[config.mk]
export PLATFORM = sky130hd
export DESIGN_NAME = vga_text_writer
export DESIGN_NICKNAME = d
export VERILOG_FILES = /design/src/rtl/vga_text_writer.sv
export SDC_FILE = /design/constraint.sdc
export NUM_CORES = 1
export LEC_CHECK = 0
export BUFFER_PORTS_ARGS = -buffer_cell sky130_fd_sc_hd__buf_2
export CAP_MARGIN = 10
export CORE_ASPECT_RATIO = 1.1
export CORE_MARGIN = 4
export CORE_UTILIZATION = 45
export DETAILED_ROUTE_END_ITERATION = 7
export PLACE_DENSITY_LB_ADDON = 0.15
export SYNTH_ARGS = -nofsm -noshare
export SYNTH_HDL_FRONTEND = slang
export SYNTH_SLANG_ARGS = --single-unit
[constraint.sdc]
create_clock -name clk -period 2.62 [get_ports clk]
set_input_delay 0.524 -clock clk [delete_from_list [all_inputs] [get_ports clk]]
set_output_delay 0.524 -clock clk [all_outputs]
set_load 0.05 [all_outputs]
[src/rtl/vga_text_writer.sv]
// vga_text_writer
//   Turns CPU-side text commands into single-cycle writes on the write side
//   of the VGA controller's block-control array (one entry per character
//   cell, ROWS x COLS cells).
//
// Ports:
//   clk          clock
//   rst_n        asynchronous active-low reset
//   cmd_valid    command present
//   cmd_ready    command accepted this cycle if cmd_valid (state only)
//   cmd_op       0=PUTC, 1=SETCUR, 2=SETCOLOR, 3=CLEAR
//   cmd_data     command operand
//   vga_addr_v   write row
//   vga_addr_h   write column
//   vga_ctrl     control word {font[7:0], 15'b0, colour[8:0]}
//   vga_ctrl_en  one-cycle write strobe
//   busy         !cmd_ready
//   cursor_v     current cursor row
//   cursor_h     current cursor column
module vga_text_writer #(
  parameter int          ROWS     = 12,
  parameter int          COLS     = 32,
  parameter logic [7:0]  CLR_CHAR = 8'h20,
  parameter logic [8:0]  CLR_INIT = 9'h1FF
) (
  input  logic        clk,
  input  logic        rst_n,
  input  logic        cmd_valid,
  output logic        cmd_ready,
  input  logic [1:0]  cmd_op,
  input  logic [15:0] cmd_data,
  output logic [3:0]  vga_addr_v,
  output logic [4:0]  vga_addr_h,
  output logic [31:0] vga_ctrl,
  output logic        vga_ctrl_en,
  output logic        busy,
  output logic [3:0]  cursor_v,
  output logic [4:0]  cursor_h
);

  localparam logic [1:0] OP_PUTC     = 2'd0;
  localparam logic [1:0] OP_SETCUR   = 2'd1;
  localparam logic [1:0] OP_SETCOLOR = 2'd2;
  localparam logic [1:0] OP_CLEAR    = 2'd3;

  localparam logic [7:0] CH_LF = 8'h0A;
  localparam logic [7:0] CH_CR = 8'h0D;

  localparam logic [3:0] LAST_ROW = 4'(ROWS - 1);
  localparam logic [4:0] LAST_COL = 5'(COLS - 1);
  localparam logic [8:0] N_CELLS  = 9'(ROWS * COLS);

  typedef enum logic {
    ST_IDLE  = 1'b0,
    ST_CLEAR = 1'b1
  } state_t;

  state_t      state_q;
  logic [8:0]  cnt_q;        // index of the next cell to write during CLEAR
  logic [8:0]  colour_q;
  logic [3:0]  cursor_v_q;
  logic [4:0]  cursor_h_q;
  logic [3:0]  addr_v_q;
  logic [4:0]  addr_h_q;
  logic [31:0] ctrl_q;
  logic        ctrl_en_q;

  // Combinational helpers for the cursor and the clear-sweep address.
  logic [3:0]  row_inc_d;
  logic [3:0]  adv_v_d;
  logic [4:0]  adv_h_d;
  logic [3:0]  setcur_v_d;
  logic [3:0]  clr_v_d;
  logic [4:0]  clr_h_d;
  logic [7:0]  char_d;

  // Operand bits that carry no meaning for any command.
  logic        unused_data;
  assign unused_data = ^cmd_data[15:9];

  always_comb begin
    char_d     = cmd_data[7:0];
    // No scrolling: the row simply wraps back to the top.
    row_inc_d  = (cursor_v_q == LAST_ROW) ? 4'd0 : cursor_v_q + 4'd1;
    if (cursor_h_q == LAST_COL) begin
      adv_h_d = 5'd0;
      adv_v_d = row_inc_d;
    end else begin
      adv_h_d = cursor_h_q + 5'd1;
      adv_v_d = cursor_v_q;
    end
    setcur_v_d = (cmd_data[8:5] > LAST_ROW) ? LAST_ROW : cmd_data[8:5];
    clr_v_d    = 4'(cnt_q / 9'(COLS));
    clr_h_d    = 5'(cnt_q % 9'(COLS));
  end

  always_ff @(posedge clk or negedge rst_n) begin
    if (!rst_n) begin
      state_q    <= ST_IDLE;
      cnt_q      <= 9'd0;
      colour_q   <= CLR_INIT;
      cursor_v_q <= 4'd0;
      cursor_h_q <= 5'd0;
      addr_v_q   <= 4'd0;
      addr_h_q   <= 5'd0;
      ctrl_q     <= 32'd0;
      ctrl_en_q  <= 1'b0;
    end else begin
      ctrl_en_q <= 1'b0;
      case (state_q)
        ST_IDLE: begin
          if (cmd_valid) begin
            case (cmd_op)
              OP_PUTC: begin
                if (char_d == CH_LF) begin
                  cursor_h_q <= 5'd0;
                  cursor_v_q <= row_inc_d;
                end else if (char_d == CH_CR) begin
                  cursor_h_q <= 5'd0;
                end else begin
                  addr_v_q   <= cursor_v_q;
                  addr_h_q   <= cursor_h_q;
                  ctrl_q     <= {char_d, 15'd0, colour_q};
                  ctrl_en_q  <= 1'b1;
                  cursor_v_q <= adv_v_d;
                  cursor_h_q <= adv_h_d;
                end
              end
              OP_SETCUR: begin
                cursor_v_q <= setcur_v_d;
                cursor_h_q <= cmd_data[4:0];
              end
              OP_SETCOLOR: begin
                colour_q <= cmd_data[8:0];
              end
              default: begin  // OP_CLEAR
                // Cell 0 is written straight from the acceptance edge so the
                // sweep has no leading bubble. The control word latched here
                // (with the current colour) is held for the whole sweep.
                state_q   <= ST_CLEAR;
                addr_v_q  <= 4'd0;
                addr_h_q  <= 5'd0;
                ctrl_q    <= {CLR_CHAR, 15'd0, colour_q};
                ctrl_en_q <= 1'b1;
                cnt_q     <= 9'd1;
              end
            endcase
          end
        end
        default: begin  // ST_CLEAR
          if (cnt_q == N_CELLS) begin
            state_q    <= ST_IDLE;
            cnt_q      <= 9'd0;
            cursor_v_q <= 4'd0;
            cursor_h_q <= 5'd0;
          end else begin
            addr_v_q  <= clr_v_d;
            addr_h_q  <= clr_h_d;
            ctrl_en_q <= 1'b1;
            cnt_q     <= cnt_q + 9'd1;
          end
        end
      endcase
    end
  end

  assign cmd_ready   = (state_q == ST_IDLE);
  assign busy        = ~cmd_ready;
  assign vga_addr_v  = addr_v_q;
  assign vga_addr_h  = addr_h_q;
  assign vga_ctrl    = ctrl_q;
  assign vga_ctrl_en = ctrl_en_q;
  assign cursor_v    = cursor_v_q;
  assign cursor_h    = cursor_h_q;

endmodule

# Word level (Yosys, flattened, before mapping)
# Cells that the tools add are included.
word_totals:
  ff_bits: 70
  inputBits: 21
  output_inout_bits: 53
  word_cells: 87
op_classes:
  add_sub_neg: 3
  magnitude_cmp: 1
  eq_ne: 17
  n_mux: 44
  n_bitwise: 2
  n_reduce_logical: 11
ops:
  columns: ["cell", "n"]
  rows:
  - ["32-bit 2-to-1 mux", 2]
  - ["32-bit one-hot mux with 2 select lines", 1]
  - ["5-bit 2-to-1 mux", 11]
  - ["4-bit 2-to-1 mux", 13]
  - ["9-bit 2-to-1 mux", 4]
  - ["5-bit one-hot mux with 2 select lines", 2]
  - ["8-bit by 4-bit equality test with 1-bit output (second input constant)", 2]
  - ["4-bit one-hot mux with 2 select lines", 2]
  - ["5-bit AND reduction", 3]
  - ["9-bit by 1-bit adder with 9-bit output (second input constant)", 1]
  - ["9-bit equality test (second input constant)", 1]
  - ["1-bit 2-to-1 mux", 8]
  - ["4-bit inequality test (second input constant)", 2]
  - ["2-bit by 1-bit inequality test with 1-bit output (second input constant)", 3]
  - ["2-bit inequality test (second input constant)", 3]
  - ["3-bit inequality test (second input constant)", 2]
  - ["3-bit AND reduction", 2]
  - ["5-bit by 1-bit adder with 5-bit output (second input constant)", 1]
  - ["5-bit equality test (second input constant)", 1]
  - ["4-bit by 1-bit adder with 4-bit output (second input constant)", 1]
  - ["4-bit equality test (second input constant)", 1]
  - ["4-bit greater-than comparator (second input constant)", 1]
  - ["3-bit nonzero test", 1]
  - ["3-bit OR reduction", 1]
  - ["other kinds (8)", 9]

# Logic depth before layout (Yosys ltp)
# Gate-level depths: netlist of the first run.
logic_depth:
  word_depth: 8
  ltp_mapped: 9
  depth_no_buf: 8

# Worst setup path before layout of the first run
# Ideal clock, no wire load.
synth_path:
  kind: "register to register"
  start: "reg cursor_h_q[0], in the netlist cursor_h[0]"
  end: "reg cursor_h_q[2], in the netlist cursor_h[2]"
  setup_time_ps: 66
  arrival_time_ps: 2252
  required_ps: 2554
  path_slack_ps: 302
  path_stages_with_launch: 7
  path_buffers: 0
  synth_period_minus_slack_ps: 2318
  cell_sequence: "dfrtp_1 ha_1 and3_1 ha_1 or4b_2 nor3b_1 a211o_1"
synth_between:
  elab_chain_len: 7
  word_cells_on_any_way: 8
  cone_classes: "add/sub (1); eq/ne (1); mux (6)"
synth_lines:
  columns: ["element", "line", "rtl"]
  rows:
  - ["from (decl)", "62", "logic [4:0] cursor_h_q;"]
  - ["from (signal assigned)", "126", "cursor_h_q <= adv_h_d;"]
  - ["from (signal assigned)", "131", "cursor_h_q <= cmd_data[4:0];"]
  - ["5-bit by 1-bit adder with 5-bit output or 5-bit equality test (tied branches)", "89, 85", null]
  - ["5-bit 2-to-1 mux *", "85", "if (cursor_h_q == LAST_COL) begin"]
  - ["5-bit 2-to-1 mux *", "118", "end else if (char_d == CH_CR) begin"]
  - ["5-bit 2-to-1 mux *", "115", "if (char_d == CH_LF) begin"]
  - ["5-bit one-hot mux with 2 select lines *", "113", "case (cmd_op)"]
  - ["5-bit 2-to-1 mux *", "112", "if (cmd_valid) begin"]
  - ["5-bit 2-to-1 mux *", "110", "case (state_q)"]
# Mark *: on every way between the ends. The rest lies on a longest branch, timed or not. The select of a mux whose other input is x is not followed.
# A chain may end at the register's enable or synchronous reset.

# Final worst setup path of the first run
# Ends and elaborated chain as after synthesis.

==> results of run 1 <==
[Yosys cell counts (5+ instances only)]
master    count  area share
mux2_2       12       0.046
a22o_1        5       0.015
dfrtp_1      46        0.40
a22oi_1       8       0.021
o21ai_0      34       0.058
a21oi_1       6       0.010
buf_4        17       0.044
dfstp_2       9       0.081
nand2_1      34       0.044
nand3_1       7       0.012
and3_1        5       0.011
clkbuf_1      5      0.0065
inv_1        12       0.015
ha_1          9       0.039
nor2_1       12       0.015
[how the worst max path moves through the flow]
stage | from | endpoint | slack (ns) | cells after the start
after floorplan | cursor_h[0]$_DFFE_PN0P_ | cursor_h[2]$_DFFE_PN0P_ | 0.30 | 6
after global routing | cursor_h[0]$_DFFE_PN0P_ | cursor_h[2]$_DFFE_PN0P_ | 0.24 | 6
after detailed placement | cmd_data[6] | vga_ctrl[0]$_DFFE_PN0P_ | 0.13 | 6
final | cursor_h[0]$_DFFE_PN0P_ | cursor_h[2]$_DFFE_PN0P_ | 0.39 | 6
after CTS | cursor_h[0]$_DFFE_PN0P_ | cursor_h[2]$_DFFE_PN0P_ | 0.40 | 6
after global placement | cmd_data[6] | vga_ctrl[1]$_DFFE_PN0P_ | 0.16 | 6
[layer usage]
layer	track usage	up-vias	routed length, um
met5	0	-	0
met4	0.0594	0	120
li1	-	1086	-
met1	0.223	1051	2950
met2	0.279	48	3100
met3	0.0258	9	302
[logic make-up (layout without fill, tap and decap cells)]
family,count (synthesis),count (layout),share of synthesized area
flip-flops,55,55,0.477
other,1,15,0.00129
XOR/XNOR,2,2,0.00602
adder cells (fa/ha/maj),9,9,0.0387
AO/OA/AOI/OAI,79,79,0.185
AND/OR/NAND/NOR,78,78,0.140
multiplexers,17,17,0.0705
buffers and inverters,39,81,0.0817
[flip-flops by register name (all words and copies together) (netlist names)]
signal,flops
vga_ctrl_en,1
cursor_h,5
busy,1
vga_addr_h,5
cnt_q,9
vga_ctrl,17
colour_q,9
cursor_v,4
vga_addr_v,4
[layout make-up]
| cell class | count | area, um2 | share of cell area |
|---|---|---|---|
| sequential | 55 | 1390 | 0.416 |
| multi-input combinational | 200 | 1340 | 0.400 |
| timing repair buffer | 61 | 355 | 0.106 |
| tap | 80 | 100 | 0.0300 |
| clock buffer | 5 | 68.8 | 0.0206 |
| inverter | 12 | 45.0 | 0.0135 |
| clock inverter | 3 | 43.8 | 0.0131 |
[through the flow]
| stage | cells | instance area, um2 | power (uW) | hold slack, ns | utilization |
|---|---|---|---|---|---|
| after floorplan | 294 | 2960 | 2340 | 0.228 | - |
| after global placement | 408 | 3220 | 2650 | 0.456 | 0.517 |
| after detailed placement | 408 | 3220 | 2680 | 0.465 | 0.517 |
| after CTS | 416 | 3340 | 3260 | 0.209 | 0.536 |
| after global routing | 416 | 3340 | 3410 | 0.241 | 0.536 |
| final | 416 | 3340 | 3220 | 0.201 | 0.536 |
[critical path, cell delays in order, from the launching register on]
cell,delay [ns]
dfrtp_1,0.48
ha_1,0.26
and3_1,0.19
ha_1,0.20
or4b_2,0.70
nor3b_1,0.22
a211o_1,0.12
[power by group through the flow]
| stage | clock network, uW | registers [uW] | logic (uW) |
|---|---|---|---|
| floorplan | 0 | 1900 | 446 |
| finish | 569 | 1370 | 1290 |
| global placement | 0 | 1370 | 1280 |
| CTS | 591 | 1360 | 1300 |
| global route | 616 | 1410 | 1380 |
| detailed placement | 0 | 1380 | 1300 |
==> qor.yml, run 1 <==
slew_headroom: 0.609
yosysUniqueCellTypes: 57
grt_pass1_vias: 2186
path_class: "flip-flop to flip-flop"
path_max_fanout: 6
grt_max_degree: 32
dp_slack_ns: 0.134
fin_crit_sh: 0.850
fmax_ghz: 0.449
cts.htree.levels: 2
n_antenna_cell: 0
tightestPinTransition_ns: 0.586
r2r_cells: 6
fin_ws_ns: 0.394
fin_skew_ns: 0.00896
critPathArrivalTime_ns: 2.48
internal_power_uw: 1770
cts_resized: 0
wirelength_um: 6470
ys.flop_type: "dfrtp_1"
synth_seq_cells: 55
ir_drop_v: 0.000764
p_leak_uw: 0.00158
place_congestion: 0.832
finalHoldViolations: 0
syn_inst: 280
root_buffer: "clkbuf_8"
num_io_pins: 74
cts_sinks: 55
slew_viol_final: 0
drc: 0
cts_buffer_depth: 2
r2r_slack_ns: 0.39
postSynth.asyncResetShare: 1.00
layout_commonest_cell: "buf_2"
start_util: 0.467
portBuffers: 51
rows: 30
rr_endpoint: "cursor_h[2]$_DFFE_PN0P_"
syn_area_per_cell_um2: 10.4
ys_warn_count: 0
holdBufCountCts: 0
grt_overflow: 0
clockPowerShare: 0.176
min_period_ns: 2.23
p_seq_frac: 0.424
post_cts_buffers: 0
grt_pass1_wl_um: 10600
outcome: "finished clean"
maxCapViolations: 0
ant_nets: 0
cp.required_ns: 2.87
area_growth_syn_to_layout_pct: 14.7
drive_gt1_frac: 0.315
swShare: 0.450
synth_edf_count: 0
die_area_um2: 7820
ys_seq_area_frac: 0.477
drtIter0Drc: 77
cp-end-kind: "flip-flop"
hp-class: "input pin to async pin"
netlist_area_um2: 2910
drtPass1Iterations: 4
cts_tree: "built"
finalSetupViolations: 0
grt_use_total: 0.168
hpwl_um: 4750
die_h_um: 92.3
core_region_area_um2: 6230
p_sw_uw: 1450
wl_per_cell_um: 15.6
cp-start-kind: "flip-flop"
clock_latency_ns: 0.31
power.density_nw_per_um2: 965
die_x_um: 84.7
combPwrFrac: 0.399
r2r-start: "cursor_h[0]$_DFFE_PN0P_"
nets: 365
clk_pin_slew_ns: 0.10
viasPerCell: 5.27
finalSetupTns_ns: 0
fillers: 604
vias: 2194
antenna_found_initial: 0
grt_setup_unrepaired: "no"
layout_common_cells: "buf_2 (51), dfrtp_1 (46), o21ai_0 (34), nand2_1 (34), conb_1 (15)"
cts_buffers: 5
No activity file was read; power rests on OpenSTA's default activity.
==> run 2, diff against run 1 <==
clock period = 1.8 ns   (was 2.62 ns; I/O delays follow)
==> run 2 against run 1 <==
Net effect: the run now ends with setup timing left; via count is 9.2% higher; non-clock buffer count is 40 higher; clock-buffer cell count is 2 higher; clock skew is 0.0023 ns lower; global-route usage is 1.0 points higher; sequential cell count stayed put; combinational power is 78% higher; sequential share of layout area is 4.6 points lower; die area stayed put; setup slack worse by 0.42 ns; register-to-register slack worse by 0.42 ns.
==> qor.yml, run 2 (synthesis results as in run 1) <==
outcome: "finished, violations left"
violations: "setup timing"
grt_pass1_wl_um: 11300
grt_max_degree: 56
fillers: 551
core_region_area_um2: 6230
fin_crit_sh: 1.01
cp-start-kind: "flip-flop"
power.density_nw_per_um2: 1310
die_x_um: 84.7
largest_register_ffs: 17
fmax_ghz: 0.548
finalHoldViolations: 0
cts_tree: "built"
hp-class: "input pin to async pin"
rr_endpoint: "cursor_h[3]$_DFFE_PN0P_"
place_congestion: 0.826
path_max_fanout: 5
cts.htree.levels: 2
min_period_ns: 1.82
drtIter0Drc: 103
grt_overflow: 0
cts_buffers: 5
r2r_slack_ns: -0.02
p_leak_uw: 0.00177
hpwl_um: 5170
finalSetupViolations: 5
ir_drop_v: 0.000802
grt_setup_unrepaired: "yes"
vias: 2396
wl_per_cell_um: 15.1
clk_pin_slew_ns: 0.10
grt_pass1_vias: 2320
num_io_pins: 74
die_area_um2: 7820
r2r-start: "cnt_q[2]$_DFFE_PN0P_"
cp-end-kind: "flip-flop"
drtPass1Iterations: 4
n_antenna_cell: 0
cp.required_ns: 2.01
nets: 405
critPathArrivalTime_ns: 2.03
cts_buffer_depth: 2
total_power_uw: 4920
fin_ws_ns: -0.0236
layout_commonest_cell: "buf_2"
whs_ns: 0.0354
rows: 30
wirelength_um: 6870
maxCapViolations: 0
layout_common_cells: "buf_2 (51), buf_4 (46), dfrtp_1 (43)"
grt_use_total: 0.178
root_buffer: "clkbuf_8"
cts_sinks: 55
r2r_cells: 6
dp_slack_ns: -0.297
start_util: 0.467
drc: 0
slew_viol_final: 0
viasPerCell: 5.25
drive_gt1_frac: 0.431
antenna_found_initial: 0
area_growth_syn_to_layout_pct: 29.2
die_h_um: 92.3
ant_nets: 0
portBuffers: 51
clock_latency_ns: 0.31
fin_skew_ns: 0.00661
path_class: "flip-flop to flip-flop"
run 2: changes by cell type in the layout (fill, tap and decap cells not counted), moves of 2 or more:
cell        delta
a2111oi_2      +2
o21ai_0        -3
buf_4         +38
clkinvlp_4     +2
a2111oi_0      -3
o21ai_1        +2
ha_4           +2
ha_1           -2
dfrtp_1        -3
dfrtp_2        +3
or4b_4         +2
clkbuf_8       +2
run 2: worst max-delay path, cell delays in order (launching register included):
cell	delay, ns
dfrtp_1	0.39
or4_4	0.56
nor3_4	0.30
nor2_4	0.09
buf_4	0.15
a32oi_1	0.16
nand2_1	0.07
run 2: repair_timing:
item,in CTS,in global routing
pin swaps,8,3
resized for setup,2,6
setup endpoints to repair,7,19
hold buffers,0,0
setup buffers,1,0
run 2: per-stage QoR:
step / instance area [um2] / util / instances / TNS (ns)
4_1_cts: 3730 / 0.599 / 456 / -0.00650
3_3_place_gp: 3620 / 0.580 / 448 / -7.05
6_report: 3760 / 0.603 / 456 / -0.0751
2_1_floorplan: 3060 / - / 294 / -2.67
5_1_grt: 3760 / 0.603 / 456 / -0.556
3_5_place_dp: 3620 / 0.580 / 448 / -7.37
run 2: area by class of cell:
cell class / instances / area, um2 / area share
inverter: 12 / 48.8 / 0.0130
sequential: 55 / 1390 / 0.370
tap: 80 / 100 / 0.0266
timing repair buffer: 101 / 672 / 0.179
clock buffer: 7 / 96.3 / 0.0256
multi-input combinational: 200 / 1440 / 0.384
clock inverter: 1 / 7.51 / 0.00200
run 2: routing by layer:
metal / vias up / GRT usage / part of all wire
li1: 1162 / - / -
met1: 1165 / 0.225 / 0.44
met2: 59 / 0.307 / 0.50
met3: 10 / 0.0365 / 0.051
met4: 0 / 0.0541 / 0.014
met5: - / 0 / 0
run 2: report_power, final:
part | switching, uW | total, uW | leakage, uW | internal [uW]
Combinational | 1550 | 2290 | 0.00103 | 743
Clock | 411 | 762 | 0.0000505 | 351
Sequential | 228 | 1860 | 0.000683 | 1630
run 2: worst max path at each step:
stage / start / end / slack [ns]
floorplan: cmd_data[6] / vga_ctrl[5]$_DFFE_PN0P_ / -0.22
global placement: cmd_data[6] / cursor_h[2]$_DFFE_PN0P_ / -0.33
detailed placement: cmd_data[0] / vga_ctrl[4]$_DFFE_PN0P_ / -0.30
CTS: cursor_h[0]$_DFFE_PN0P_ / cursor_h[2]$_DFFE_PN0P_ / -0.006
global route: cnt_q[2]$_DFFE_PN0P_ / cursor_v[1]$_DFFE_PN0P_ / -0.1
finish: cnt_q[2]$_DFFE_PN0P_ / cursor_h[3]$_DFFE_PN0P_ / -0.02
==> run 3, diff against run 2 <==
ABC_AREA = 1   (was not set)
SKIP_CTS_REPAIR_TIMING = 1   (was not set)
==> run 3 against run 2 <==
Net effect: the flow now finishes without violations; critical path depth down 4; synthesized cell count is 31% higher; cell count is 11% higher; first-iteration DRC count increased by 0.97%; non-clock buffer count down 38; die area grew 2.9%; global-route usage increased by 0.13 points; via count up 3.3%; synthesized area grew 3.2%; setup slack improved by 0.10 ns; combinational power decreased by 90%; maximum frequency rose by 5.8%; largest power group is now registers.
==> qor.yml, run 3 <==
finalSetupViolations: 0
power.density_nw_per_um2: 653
internal_power_uw: 1650
layout_commonest_cell: "nand2_1"
synth_seq_cells: 55
vias: 2474
layout_common_cells: "nand2_1 (109), buf_2 (51), dfrtp_1 (44)"
area_growth_syn_to_layout_pct: 15.0
grt_overflow: 0
ys_top_cells_by_area: "dfrtp_1 (38%), nand2_1 (14%), dfstp_2 (7.9%), buf_4 (4.5%), nand3_1 (4.3%)"
p_sw_uw: 603
gr-usage-met3: 0.0289
path_class: "flip-flop to output pin"
antenna_found_initial: 0
cts_buffer_depth: 2
fmax_ghz: 0.580
grt_util_met1: 0.245
grt_pass1_vias: 2495
finalSetupTns_ns: 0
p_leak_uw: 0.00175
ys_warn_count: 0
critPathArrivalTime_ns: 1.36
ant_nets: 0
cp-endpoint: "busy"
cp-end-kind: "output pin"
cp.required_ns: 1.44
fin_skew_ns: 0.00446
cts_buffers: 5
swShare: 0.268
yosys.area.top_type: "dfrtp_1"
crit_start: "busy$_DFF_PN0_"
drtPass1Iterations: 4
nets: 455
clockPowerShare: 0.339
maxCapViolations: 0
yosysUniqueCellTypes: 34
synth.most_common_cell: "nand2_1"
grt_use_total: 0.179
rows: 30
ys_seq_area_frac: 0.462
grt_most_used_layer: "met2"
combPwrFrac: 0.102
ir_drop_v: 0.000340
start_util: 0.473
cts_tree: "built"
r2r_slack_ns: 0.12
yosys-top-cells-count: "nand2_1 (109), dfrtp_1 (46), inv_1 (34), nand3_1 (26), o21ai_0 (22)"
fin_crit_sh: 0.957
drc: 0
die_area_um2: 8050
cts_sinks: 55
final_cells: 506
drtIter0Drc: 104
hpwl_um: 5090
r2r-start: "cursor_h[0]$_DFFE_PN0P_"
portBuffers: 51
grt_max_degree: 56
n_antenna_cell: 0
root_buffer: "clkbuf_8"
die_x_um: 85.9
synth_edf_count: 0
num_io_pins: 74
path_max_fanout: 8
drive_gt1_frac: 0.258
syn_area_per_cell_um2: 8.20
netlist_area_um2: 3000
postSynth.asyncResetShare: 1.00
cp-start-kind: "flip-flop"
wirelength_um: 6700
ys.flop_type: "dfrtp_1"
viasPerCell: 4.89
rr_endpoint: "cursor_h[0]$_DFFE_PN0P_"
min_period_ns: 1.72
die_h_um: 93.7
clk_pin_slew_ns: 0.10
clock_latency_ns: 0.31
met2_usage: 0.292
largest_register_ffs: 17
grt_setup_unrepaired: "no"
finalHoldViolations: 0
dp_cells: 498
wl_per_cell_um: 13.2
grt_pass1_wl_um: 11700
hp-class: "input pin to async pin"
slew_viol_final: 0
cts.htree.levels: 2
synth_top_area_share: 0.383
p_seq_frac: 0.559
place_congestion: 0.790
core_region_area_um2: 6340
r2r_cells: 10
outcome: "finished clean"
syn_inst: 366
## run 3: changes by cell type in the layout (fill, tap and decap cells not counted), sizes merged, moves of 4 or more
cell	change
a2111oi	-4
a22o	-5
a22oi	-8
and3	-5
buf	-38
inv	+30
mux2	-16
nand2	+81
nand3	+23
o21ai	+8
o22ai	+7
xor2	+4
## run 3: cell type report
class | instances | area (um2)
Sequential cell | 55 | 1390
Inverter | 41 | 156
Timing Repair Buffer | 63 | 370
Clock buffer | 7 | 96.3
Fill cell | 625 | 2890
Clock inverter | 1 | 7.51
Tap cell | 80 | 100
Multi-Input combinational cell | 259 | 1330
## run 3: power by group through the flow
stage               Combinational [uW]  Sequential, uW  Clock [uW]
global placement                   230            1280           0
CTS                                232            1260         779
global route                       254            1260         828
floorplan                          154            1300           0
finish                             230            1260         763
detailed placement                 232            1280           0
## run 3: how the worst min path moves through the flow
| stage | from | endpoint | slack [ns] | cells after the start |
|---|---|---|---|---|
| CTS | rst_n | vga_ctrl[3]$_DFFE_PN0P_ | 0.05 | 2 |
| global route | rst_n | vga_ctrl[6]$_DFFE_PN0P_ | 0.05 | 2 |
| floorplan | rst_n | busy$_DFF_PN0_ | 0.06 | 0 |
| detailed placement | rst_n | vga_ctrl[3]$_DFFE_PN0P_ | 0.38 | 2 |
| global placement | rst_n | vga_ctrl[6]$_DFFE_PN0P_ | 0.38 | 2 |
| finish | rst_n | vga_ctrl[6]$_DFFE_PN0P_ | 0.03 | 2 |
## run 3: logic make-up after synthesis
| logic type | after synthesis | synth area share |
|---|---|---|
| AND/OR/NAND/NOR | 169 | 0.262 |
| buffers and inverters | 66 | 0.113 |
| AO/OA/AOI/OAI | 61 | 0.109 |
| flip-flops | 55 | 0.462 |
| adder cells (fa/ha/maj) | 9 | 0.0375 |
| XOR/XNOR | 5 | 0.0146 |
| other | 1 | 0.00125 |
## run 3: metal layers
metal,part of all wire,wire length (um)
met5,0,0
met2,0.47,3180
met3,0.042,280
met1,0.47,3160
met4,0.011,73
## run 3: stage by stage
stage	hold slack [ns]	cell area (um2)	worst slack [ns]	power, uW	utilization
6_report	0.0322	3450	0.0766	2250	0.544
5_1_grt	0.0497	3450	0.00656	2340	0.544
4_1_cts	0.0520	3450	0.0201	2270	0.543
3_5_place_dp	0.385	3340	0.0703	1510	0.527
3_3_place_gp	0.383	3340	0.0972	1510	0.527
2_1_floorplan	0.0644	3060	0.00926	1460	-
## run 3: worst max-delay path: stages (launching register included)
cell and delay, ns:
dfrtp_1 0.57, buf_4 0.21, buf_2 0.27
